===== config.mk =====
export PLATFORM = sky130hd
export DESIGN_NAME = div_multi
export DESIGN_NICKNAME = d
export VERILOG_FILES = /design/src/rtl/div_pkg.sv /design/src/rtl/div_chan.sv /design/src/rtl/div_multi.sv
export SDC_FILE = /design/constraint.sdc
export NUM_CORES = 1
export LEC_CHECK = 0
export ABC_AREA = 1
export CORE_ASPECT_RATIO = 1.25
export CORE_MARGIN = 5
export CORE_UTILIZATION = 45
export DETAILED_ROUTE_END_ITERATION = 8
export SYNTH_ARGS = -nofsm -noshare
export SYNTH_HDL_FRONTEND = slang
export SYNTH_HIERARCHICAL = 1
export SYNTH_SLANG_ARGS = --single-unit
export TNS_END_PERCENT = 20

===== constraint.sdc =====
create_clock -name clk_sig -period 3.52 [get_ports clk_sig]
set_clock_uncertainty 0.15 [all_clocks]
set_input_delay 1.056 -clock clk_sig [delete_from_list [all_inputs] [get_ports clk_sig]]
set_output_delay 1.056 -clock clk_sig [all_outputs]
set_load 0.02 [all_outputs]

===== src/rtl/div_pkg.sv =====
// rtl/div_pkg.sv - shared constants, channel config type and helper for div_multi
//
// Purpose : default divider settings and the per-channel {num, duty} config
//           record used by div_chan for its active and shadow registers.
// Contents: DIV_CNT_W / DIV_NUM / DIV_DUTY defaults, CFG_W (widest supported
//           CNT_W), chan_cfg_t, make_cfg().
package div_pkg;

    localparam int DIV_CNT_W = 8;
    localparam int DIV_NUM   = 4;
    localparam int DIV_DUTY  = 2;

    // Config fields are stored at a fixed width so one struct type serves every
    // CNT_W up to 16; the unused upper bits are constant zero.
    localparam int CFG_W = 16;

    typedef struct packed {
        logic [CFG_W-1:0] num;
        logic [CFG_W-1:0] duty;
    } chan_cfg_t;

    function automatic chan_cfg_t make_cfg(input int num, input int duty);
        chan_cfg_t c;
        c.num  = CFG_W'(num);
        c.duty = CFG_W'(duty);
        return c;
    endfunction

endpackage


===== src/rtl/div_chan.sv =====
// rtl/div_chan.sv - one programmable divider channel with shadowed config
//
// Purpose: counter with active/shadow ratio and high-time registers; a pending
//          shadow config is promoted at the period boundary, when stopped
//          (num==0), when disabled, or on a sync request.
// Ports  : i_clk, i_rst (async, active-high), i_en run enable, i_sync force
//          realign, i_wr accepted config write with i_num/i_duty,
//          o_pending shadow-valid flag, o_div/o_tick/o_upd_done registered outputs.
module div_chan
    import div_pkg::*;
#(
    parameter int CNT_W = DIV_CNT_W,
    parameter int NUM   = DIV_NUM,
    parameter int DUTY  = DIV_DUTY
) (
    input  logic             i_clk,
    input  logic             i_rst,
    input  logic             i_en,
    input  logic             i_sync,
    input  logic             i_wr,
    input  logic [CNT_W-1:0] i_num,
    input  logic [CNT_W-1:0] i_duty,
    output logic             o_pending,
    output logic             o_div,
    output logic             o_tick,
    output logic             o_upd_done
);

    chan_cfg_t        r_act;
    chan_cfg_t        r_shd;
    chan_cfg_t        w_act_n;
    logic             r_pending;
    logic             r_started;
    logic             r_div;
    logic             r_tick;
    logic             r_upd;
    logic [CNT_W-1:0] r_cnt;
    logic [CNT_W-1:0] w_cnt_n;
    logic             w_apply;
    logic             w_run;
    logic             w_started_n;
    logic             w_tick_n;
    logic             w_div_n;
    logic [CFG_W-1:0] w_cnt_x;
    logic [CFG_W-1:0] w_last;

    assign w_cnt_x = CFG_W'(r_cnt);
    assign w_last  = r_act.num - CFG_W'(1);

    always_comb begin
        w_apply     = 1'b0;
        w_run       = 1'b0;
        w_started_n = 1'b0;
        w_tick_n    = 1'b0;
        w_cnt_n     = '0;
        if (!i_en || (r_act.num == '0)) begin
            // Idle: hold the counter cleared and let a pending config land now.
            w_apply = r_pending;
        end else if (i_sync || !r_started) begin
            // Realign or first enabled edge: new period starts here.
            w_apply     = r_pending & i_sync;
            w_run       = 1'b1;
            w_started_n = 1'b1;
            w_tick_n    = 1'b1;
        end else if (w_cnt_x >= w_last) begin
            // Natural period boundary; also covers num==1 (tick every cycle).
            w_apply     = r_pending;
            w_run       = 1'b1;
            w_started_n = 1'b1;
            w_tick_n    = 1'b1;
        end else begin
            w_cnt_n     = r_cnt + CNT_W'(1);
            w_run       = 1'b1;
            w_started_n = 1'b1;
        end
        w_act_n = w_apply ? r_shd : r_act;
        // Output is computed from the values the registers will hold, so the
        // first cycle of a new period already reflects the new config.
        w_div_n = w_run && (CFG_W'(w_cnt_n) < w_act_n.duty);
    end

    always_ff @(posedge i_clk or posedge i_rst) begin
        if (i_rst) begin
            r_act     <= make_cfg(NUM, DUTY);
            r_shd     <= make_cfg(NUM, DUTY);
            r_pending <= 1'b0;
            r_started <= 1'b0;
            r_cnt     <= '0;
            r_div     <= 1'b0;
            r_tick    <= 1'b0;
            r_upd     <= 1'b0;
        end else begin
            r_act <= w_act_n;
            // A write is only accepted while nothing is pending, so it never
            // collides with a promotion in the same cycle.
            if (i_wr) begin
                r_shd     <= make_cfg(int'(i_num), int'(i_duty));
                r_pending <= 1'b1;
            end else if (w_apply) begin
                r_pending <= 1'b0;
            end
            r_started <= w_started_n;
            r_cnt     <= w_cnt_n;
            r_div     <= w_div_n;
            r_tick    <= w_tick_n;
            r_upd     <= w_apply;
        end
    end

    assign o_pending  = r_pending;
    assign o_div      = r_div;
    assign o_tick     = r_tick;
    assign o_upd_done = r_upd;

endmodule


===== src/rtl/div_multi.sv =====
// rtl/div_multi.sv - multi-channel programmable clock divider
//
// Purpose: CH independent divider channels sharing one valid/ready config port.
// Ports  : clk_sig, rst_sig (async, active-high), en[CH] run enables,
//          cfg_valid/cfg_ready/cfg_ch/cfg_num/cfg_duty config write,
//          div_sig[CH] divided outputs, tick[CH] period-start pulses,
//          upd_done[CH] config-applied pulses.
// Option : DIV_SYNC_EN adds input sync_sig, which restarts every enabled
//          channel and applies pending configs in the same cycle.
module div_multi
    import div_pkg::*;
#(
    parameter int  CH    = 4,
    parameter int  CNT_W = DIV_CNT_W,
    parameter int  NUM   = DIV_NUM,
    parameter int  DUTY  = DIV_DUTY,
    localparam int CH_W  = (CH > 1) ? $clog2(CH) : 1
) (
    input  logic             clk_sig,
    input  logic             rst_sig,
`ifdef DIV_SYNC_EN
    input  logic             sync_sig,
`endif
    input  logic [CH-1:0]    en,
    input  logic             cfg_valid,
    output logic             cfg_ready,
    input  logic [CH_W-1:0]  cfg_ch,
    input  logic [CNT_W-1:0] cfg_num,
    input  logic [CNT_W-1:0] cfg_duty,
    output logic [CH-1:0]    div_sig,
    output logic [CH-1:0]    tick,
    output logic [CH-1:0]    upd_done
);

    logic [CH-1:0] w_pending;
    logic [CH-1:0] w_wr;
    logic          w_sync;

`ifdef DIV_SYNC_EN
    assign w_sync = sync_sig;
`else
    assign w_sync = 1'b0;
`endif

    // Channel codes beyond CH match no channel: ready stays 1, write is dropped.
    always_comb begin
        cfg_ready = 1'b1;
        w_wr      = '0;
        for (int i = 0; i < CH; i++) begin
            if (cfg_ch == CH_W'(i)) begin
                cfg_ready = ~w_pending[i];
                w_wr[i]   = cfg_valid & ~w_pending[i];
            end
        end
    end

    for (genvar g = 0; g < CH; g++) begin : g_chan
        div_chan #(
            .CNT_W (CNT_W),
            .NUM   (NUM),
            .DUTY  (DUTY)
        ) u_chan (
            .i_clk      (clk_sig),
            .i_rst      (rst_sig),
            .i_en       (en[g]),
            .i_sync     (w_sync),
            .i_wr       (w_wr[g]),
            .i_num      (cfg_num),
            .i_duty     (cfg_duty),
            .o_pending  (w_pending[g]),
            .o_div      (div_sig[g]),
            .o_tick     (tick[g]),
            .o_upd_done (upd_done[g])
        );
    end

endmodule


Word-level counts from Yosys, hierarchy flattened
Index checks and enable logic that the tools add are counted.

Output and inout bits: 13. Logic and storage cells: 148. Register bits: 212. Bits of input ports: 25.

Multiplexer cells: 60. Bitwise gates (word level): 8. Reductions and logical operators: 21. Add/subtract/negate cells: 8. Equal/unequal tests: 3. Order comparisons: 8.

Operators by type and width (count): 2-to-1 mux 8 bit (12); >= comparator 8 x 16 -> 1 bit (4); zero test 16 bit (4); less-than comparator 8 x 16 -> 1 bit (4); 2-to-1 mux 16 bit (4); 2-to-1 mux 1 bit (44); subtractor 8 x 1 -> 9 bit (second input constant) (4); adder 8 x 1 -> 8 bit (second input constant) (4); nonzero test 2 bit (4); bitwise AND 1 bit (4); equality test 2 bit (second input constant) (2); logical AND 1 bit (4); zero test 1 bit (4); logical OR 1 bit (4); NOT 1 bit (4); equality test 2 x 1 -> 1 bit (second input constant) (1); zero test 2 bit (1).

Logic depth before layout (Yosys ltp)
Gate-level depths: netlist of the first run.

Word-level depth: 8. Depth in mapped cells: 27. Depth with buffers taken out: 27.

Cells and area by module
Netlist of the first run, hierarchy kept.

By module, submodules not included: div_chan (g_chan[0].u_chan ...) (seq. area each 1331.3 sq um, cells each 295, times used 3, area an instance 2603.7 sq um); div_chan (g_chan[2].u_chan) (seq. area each 1331.3 sq um, cells each 294, times used 1, area an instance 2602.5 sq um); div_multi (seq. area each 0.0 sq um, cells each 22, times used 1, area an instance 86.3 sq um).

Worst setup path before layout of the first run
Ideal clock, no wire load.

Kind: reg2reg. From: register g_chan[0].u_chan/r_act[18] (netlist bit). To: register g_chan[0].u_chan.r_div. Arrival: 3.134 ns. Period minus slack after synthesis: 3.362 ns. Buffers on the path: 0. Stages on the path, launching flop included: 25. Data required time: 3.293 ns. Library setup time: 0.077 ns. Setup slack: 0.158 ns. Cell sequence: dfstp_2 -> nor2_1 -> nand2_1 -> or3_1 -> nor3_1 -> xnor2_1 -> ha_1 -> nand2_1 -> inv_1 -> nand2_1 -> nand2_1 -> nor2_1 -> nand2_1 -> nand3_2 -> nand2_4 -> nand2_4 -> inv_2 -> or2_2 -> o21ai_0 -> ha_1 -> nand2_1 -> nor2_1 -> a211oi_1 -> nand2_1 -> a21oi_1.

Cells in the longest elaborated chain, start to end: 8. Elaborated cells between the ends (all ways): 14. Those cells by class: add/sub: 1; order compare: 2; mux: 8; reduce/logical: 3.

RTL lines: from (decl) (line div_chan.sv:29) `chan_cfg_t r_act;`; from (signal assigned) (line div_chan.sv:84) `r_act <= make_cfg(NUM, DUTY);`; from (signal assigned) (line div_chan.sv:93) `r_act <= w_act_n;`; subtractor 8 x 1 -> 9 bit (line div_chan.sv:48) `assign w_last = r_act.num - CFG_W'(1);`; >= comparator 8 x 16 -> 1 bit (line div_chan.sv:65) `end else if (w_cnt_x >= w_last) begin`; 2-to-1 mux 1 bit (line div_chan.sv:65); 2-to-1 mux 1 bit (line div_chan.sv:59) `end else if (i_sync || !r_started) begin`; 2-to-1 mux 1 bit (line div_chan.sv:56) `if (!i_en || (r_act.num == '0)) begin`; 2-to-1 mux 16 bit (line div_chan.sv:76) `w_act_n = w_apply ? r_shd : r_act;`; less-than comparator 8 x 16 -> 1 bit (line div_chan.sv:79) `w_div_n = w_run && (CFG_W'(w_cnt_n) < w_act_n.duty);`; logical AND 1 bit (*) (line div_chan.sv:79); via g_chan[0].u_chan.w_div_n (line div_chan.sv:43) `logic w_div_n;`; to (signal assigned) (line div_chan.sv:104) `r_div <= w_div_n;`; to (decl) (line div_chan.sv:34) `logic r_div;`.

The timed path passes the listed nets; every way through them passes the cells marked *. A chain may end at the register's enable or synchronous reset.

Worst setup path in the final report of the first run
From: register g_chan[2].u_chan/r_act[17] (netlist bit). To: register g_chan[2].u_chan.r_div.

Cells in the longest elaborated chain, start to end: 8. Elaborated cells between the ends (all ways): 14. Those cells by class: add/sub: 1; order compare: 2; mux: 8; reduce/logical: 3.

RTL lines (line): from (decl) (div_chan.sv:29); from (signal assigned) (div_chan.sv:84); from (signal assigned) (div_chan.sv:93); subtractor 8 x 1 -> 9 bit (div_chan.sv:48); >= comparator 8 x 16 -> 1 bit (div_chan.sv:65); 2-to-1 mux 1 bit (div_chan.sv:65); 2-to-1 mux 1 bit (div_chan.sv:59); 2-to-1 mux 1 bit (div_chan.sv:56); 2-to-1 mux 16 bit (div_chan.sv:76); less-than comparator 8 x 16 -> 1 bit (div_chan.sv:79); logical AND 1 bit (*) (div_chan.sv:79); via g_chan[2].u_chan.w_div_n (div_chan.sv:43); to (signal assigned) (div_chan.sv:104); to (decl) (div_chan.sv:34).

Marked as above.

==> metrics.json, run 1 <==
{
  "critical-path-max-stage-delay": {"value": 0.40, "unit": "ns"},
  "cts_max_path_buffers": {"value": 3},
  "yosys_register_bits": {"value": 212},
  "finalCritPeriodShare": {"value": 106, "unit": "%"},
  "max_clock_freq": {"value": 0.269, "unit": "GHz"},
  "initial_standard_cell_utilization_of_the_core": {"value": 45.7, "unit": "%"},
  "worstSkewPairLatency": {"value": 0.51, "unit": "ns"},
  "yosysSeqAreaShare": {"value": 50.7, "unit": "%"},
  "grt_pass1_wl": {"value": 37100, "unit": "um"},
  "wl_met1": {"value": 9820, "unit": "um"},
  "met3_wirelength": {"value": 736, "unit": "um"},
  "final.fill_count": {"value": 2093},
  "synth.lib_cells_used.distinct": {"value": 34},
  "grt_overflow": {"value": 0},
  "timing_hold_violations_final": {"value": 0},
  "post_route_cells_drive_above_1_share": {"value": 19.9, "unit": "%"},
  "worstSetupStartpointType": {"value": "flop"},
  "nets": {"value": 1438},
  "pin_count": {"value": 38},
  "finalSetupViolations": {"value": 3},
  "routedWlPerCell": {"value": 13.3, "unit": "um"},
  "drt_iter0_drc": {"value": 319},
  "power.ir.vdd_worst": {"value": 0.000430, "unit": "V"},
  "relSlewSlack": {"value": 55.9, "unit": "%"},
  "post-layout-total-power": {"value": 7.95, "unit": "mW"},
  "synth_cells": {"value": 1201},
  "layout.cells.most_common": {"value": "sky130_fd_sc_hd__nand2_1"},
  "timing.critical_path.required": {"value": 3.80, "unit": "ns"},
  "grt_max_degree": {"value": 54},
  "clk_root_buffer_cell": {"value": "sky130_fd_sc_hd__clkbuf_16"},
  "layout-area-overhead-vs-synth": {"value": 22.5, "unit": "%"},
  "critical_path_buf_inv_count": {"value": 3},
  "dp_cells": {"value": 1603},
  "placementRows": {"value": 62},
  "seqPwrFrac": {"value": 39.3, "unit": "%"},
  "endpoint_kind": {"value": "flop"},
  "timing.critical_path.fanout_max": {"value": 7},
  "drv_cap": {"value": 0},
  "cts_inserted_buffers": {"value": 22},
  "net-switching-power": {"value": 2.43, "unit": "mW"},
  "port_buffers": {"value": 37},
  "final.setup.worst_slack": {"value": -0.194, "unit": "ns"},
  "ys.warnings.count": {"value": 6},
  "crit_path_cell_trace": {"value": "nor2_1, nand2_1, or3_4, buf_4, xor2_1, ha_1, nand2_1, inv_1, nand2_1, nor2_1, nor2_1, nand2_1, nand3_2, nand2_4, nand2_4, inv_2, or2_2, o21ai_2, ha_1, nand2_1, nor2_1, a211oi_1, nand2_1, a21oi_2"},
  "mappedNetlistArea": {"value": 0.0105, "unit": "mm2"},
  "cts_tree": {"value": "done"},
  "finalCriticalPeriod": {"value": 3.71, "unit": "ns"},
  "top_layer_used": {"value": "met4"},
  "gpl.final_weighted_congestion": {"value": 0.803},
  "power_frac_clock": {"value": 30.4, "unit": "%"},
  "core_region": {"value": 0.0230, "unit": "mm2"},
  "first_global_vias": {"value": 7613},
  "ant_nets": {"value": 0},
  "cts_max_level": {"value": 1},
  "dp_hpwl": {"value": 16100, "unit": "um"},
  "rsz_0062_raised_after_global_routing": {"value": "yes"},
  "cts.clk_slew.worst_paths": {"value": 0.06, "unit": "ns"},
  "p_int": {"value": 5.52, "unit": "mW"},
  "violated_checks": {"value": "setup timing"},
  "finalNonFillerCells": {"value": 1648},
  "power_switching_share": {"value": 30.6, "unit": "%"},
  "design.die.area": {"value": 0.0265, "unit": "mm2"},
  "wirelength": {"value": 21900, "unit": "um"},
  "layout.cells.most_common_list": {"value": "sky130_fd_sc_hd__nand2_1 (276), sky130_fd_sc_hd__inv_1 (209), sky130_fd_sc_hd__dfrtp_1 (196)"},
  "powerDensity": {"value": 618, "unit": "mW/mm2"},
  "clkSinkCount": {"value": 212},
  "chipHeight": {"value": 181, "unit": "um"},
  "insertedDiodeCount": {"value": 0},
  "first_pass_iters": {"value": 4},
  "tightest_slew": {"value": 0.662, "unit": "ns"},
  "critical_path.most_common_cell": {"value": "sky130_fd_sc_hd__nand2_1"},
  "grt_usage": {"value": 16.9, "unit": "%"},
  "met2RoutedLength": {"value": 10800, "unit": "um"},
  "die_width": {"value": 147, "unit": "um"},
  "pwr-share-comb": {"value": 30.2, "unit": "%"},
  "hold_path.class": {"value": "flop to flop"},
  "drt-vias-per-instance": {"value": 4.60},
  "detail_route.drc_violations": {"value": 0},
  "report.final.slew_viol_count": {"value": 0},
  "status": {"value": "finished with violations"},
  "routed-via-count": {"value": 7579},
  "worst_hold_slack": {"value": 0.328, "unit": "ns"},
  "total_leakage_power": {"value": 6.65, "unit": "nW"},
  "critical-path-slowest-cell": {"value": "sky130_fd_sc_hd__dfrtp_1"},
  "setup.worst_path.class": {"value": "flop to flop"},
  "critical-path-top-delay-family": {"value": "simple AND/OR/NAND/NOR gates"},
  "antenna_found_initial": {"value": 0},
  "mapped_avg_cell_area": {"value": 8.74, "unit": "um2"},
  "critPathArrivalTime": {"value": 4.00, "unit": "ns"}
}
[through the flow]
| step | area (um2) | TNS (ns) | setup slack, ns | utilization (%) |
|---|---|---|---|---|
| 2_1_floorplan | 10500 | 0 | 0.158 | - |
| 3_3_place_gp | 11900 | -0.430 | -0.213 | 51.7 |
| 3_5_place_dp | 11900 | -0.707 | -0.194 | 51.7 |
| 4_1_cts | 12700 | -0.302 | -0.127 | 55.2 |
| 5_1_grt | 12900 | -1.48 | -0.441 | 56.0 |
| 6_report | 12900 | -0.281 | -0.194 | 56.0 |
[kinds of logic (layout without fill, tap and decap cells)]
group | count (synthesis) | in the layout | share of synthesized area, %
simple gates | 496 | 496 | 21.4
xor+xnor | 41 | 41 | 3.42
fa+ha+maj | 68 | 68 | 8.10
other cells | 1 | 8 | 0.0357
flops | 212 | 212 | 50.7
buf+inv | 243 | 395 | 9.02
compound gates | 140 | 140 | 7.28
[worst min-delay path: cells and delay by family, from the launching register on]
kind / cells / cell delay [ns]
and+or+nand+nor: 2 / 0.10
DFF: 1 / 0.37
[metal layers]
metal  vias up  track usage (%)
li1       3986                -
met1      3481             22.3
met2        79             29.3
met3        33             2.21
met4         0             4.82
met5         -                0
[worst paths after layout]
kind | from | end | slack (ns) | depth (start not counted)
worst min-delay path | g_chan[3].u_chan/r_shd[1] | g_chan[3].u_chan/r_shd[1] | 0.33 | 2
worst max-delay path | g_chan[2].u_chan/r_act[17] | g_chan[2].u_chan/o_div | -0.19 | 24
max in group asynchronous | rst_sig | g_chan[3].u_chan/r_shd[1] | 1.66 | 3
worst max register to register | g_chan[2].u_chan/r_act[17] | g_chan[2].u_chan/o_div | -0.19 | 24
min in group asynchronous | rst_sig | g_chan[1].u_chan/r_act[14] | 0.90 | 2
worst min register to register | g_chan[3].u_chan/r_shd[1] | g_chan[3].u_chan/r_shd[1] | 0.33 | 2
[cell usage after synthesis, drive strengths merged]
cell | instances | area, um2
dfrtp | 196 | 4900
a21oi | 25 | 125
xnor2 | 16 | 140
inv | 219 | 822
and2 | 4 | 25.0
nand2 | 297 | 1220
buf | 8 | 65.1
and3 | 1 | 6.26
o21ai | 100 | 500
xor2 | 25 | 219
or2 | 32 | 210
a31oi | 7 | 43.8
conb | 1 | 3.75
a41oi | 4 | 65.1
nor3 | 20 | 120
nand3 | 29 | 165
clkbuf | 16 | 60.1
nor3b | 3 | 22.5
ha | 68 | 851
or3 | 4 | 25.0
a211oi | 4 | 30.0
dfstp | 16 | 420
nand4 | 5 | 31.3
nor2 | 101 | 419
[registers in the layout, indices dropped and copies added, names as in the netlist]
register / count
g_chan.u_chan/r_shd: 64
g_chan.u_chan/r_cnt: 32
g_chan.u_chan/r_started: 4
g_chan.u_chan/o_tick: 4
g_chan.u_chan/o_pending: 4
g_chan.u_chan/o_div: 4
g_chan.u_chan/o_upd_done: 4
g_chan.u_chan/r_act: 96
[what timing repair did]
| item | CTS | global route |
|---|---|---|
| hold buffers | 0 | 0 |
| buffers inserted | 0 | 6 |
| resized for setup | 25 | 43 |
| setup endpoints to repair | 5 | 4 |
| pin swaps | 5 | 16 |
[power groups by stage]
stage                     Combinational, mW  Clock (mW)  Sequential, mW
after floorplan                        1.51           0            3.14
after global placement                 2.24           0            3.15
after detailed placement               2.31           0            3.15
after CTS                              2.34        2.49            3.12
after global routing                   2.78        2.59            3.18
final                                  2.40        2.42            3.13
[final cells by class]
type	count	area, um2	share of cell area, %
multi-input cells	753	4440	34.5
clock inverters	8	115	0.895
inverters	219	825	6.41
flip-flops and latches	212	5330	41.4
clock buffers	31	636	4.94
repair buffers	137	1160	9.00
well taps	288	360	2.80
Note: power is estimated with default switching activity, not from simulation.
==> run 2, diff against run 1 <==
--- a/config.mk
+++ b/config.mk
@@ -6,6 +6,7 @@
 export NUM_CORES = 1
 export LEC_CHECK = 0
 export ABC_AREA = 1
+export CAP_MARGIN = 20
 export CORE_ASPECT_RATIO = 1.25
 export CORE_MARGIN = 5
 export CORE_UTILIZATION = 45
==> results of run 2 <==
The final DEF is identical to that of run 1; final timing and power are the same.
==> run 3, diff against run 2 <==
--- a/config.mk
+++ b/config.mk
@@ -6,6 +6,7 @@
 export NUM_CORES = 1
 export LEC_CHECK = 0
 export ABC_AREA = 1
+export ABC_CLOCK_PERIOD_IN_PS = 3520
 export CAP_MARGIN = 20
 export CORE_ASPECT_RATIO = 1.25
 export CORE_MARGIN = 5
==> results of run 3 <==
The final DEF is identical to that of run 1; final timing and power are the same.
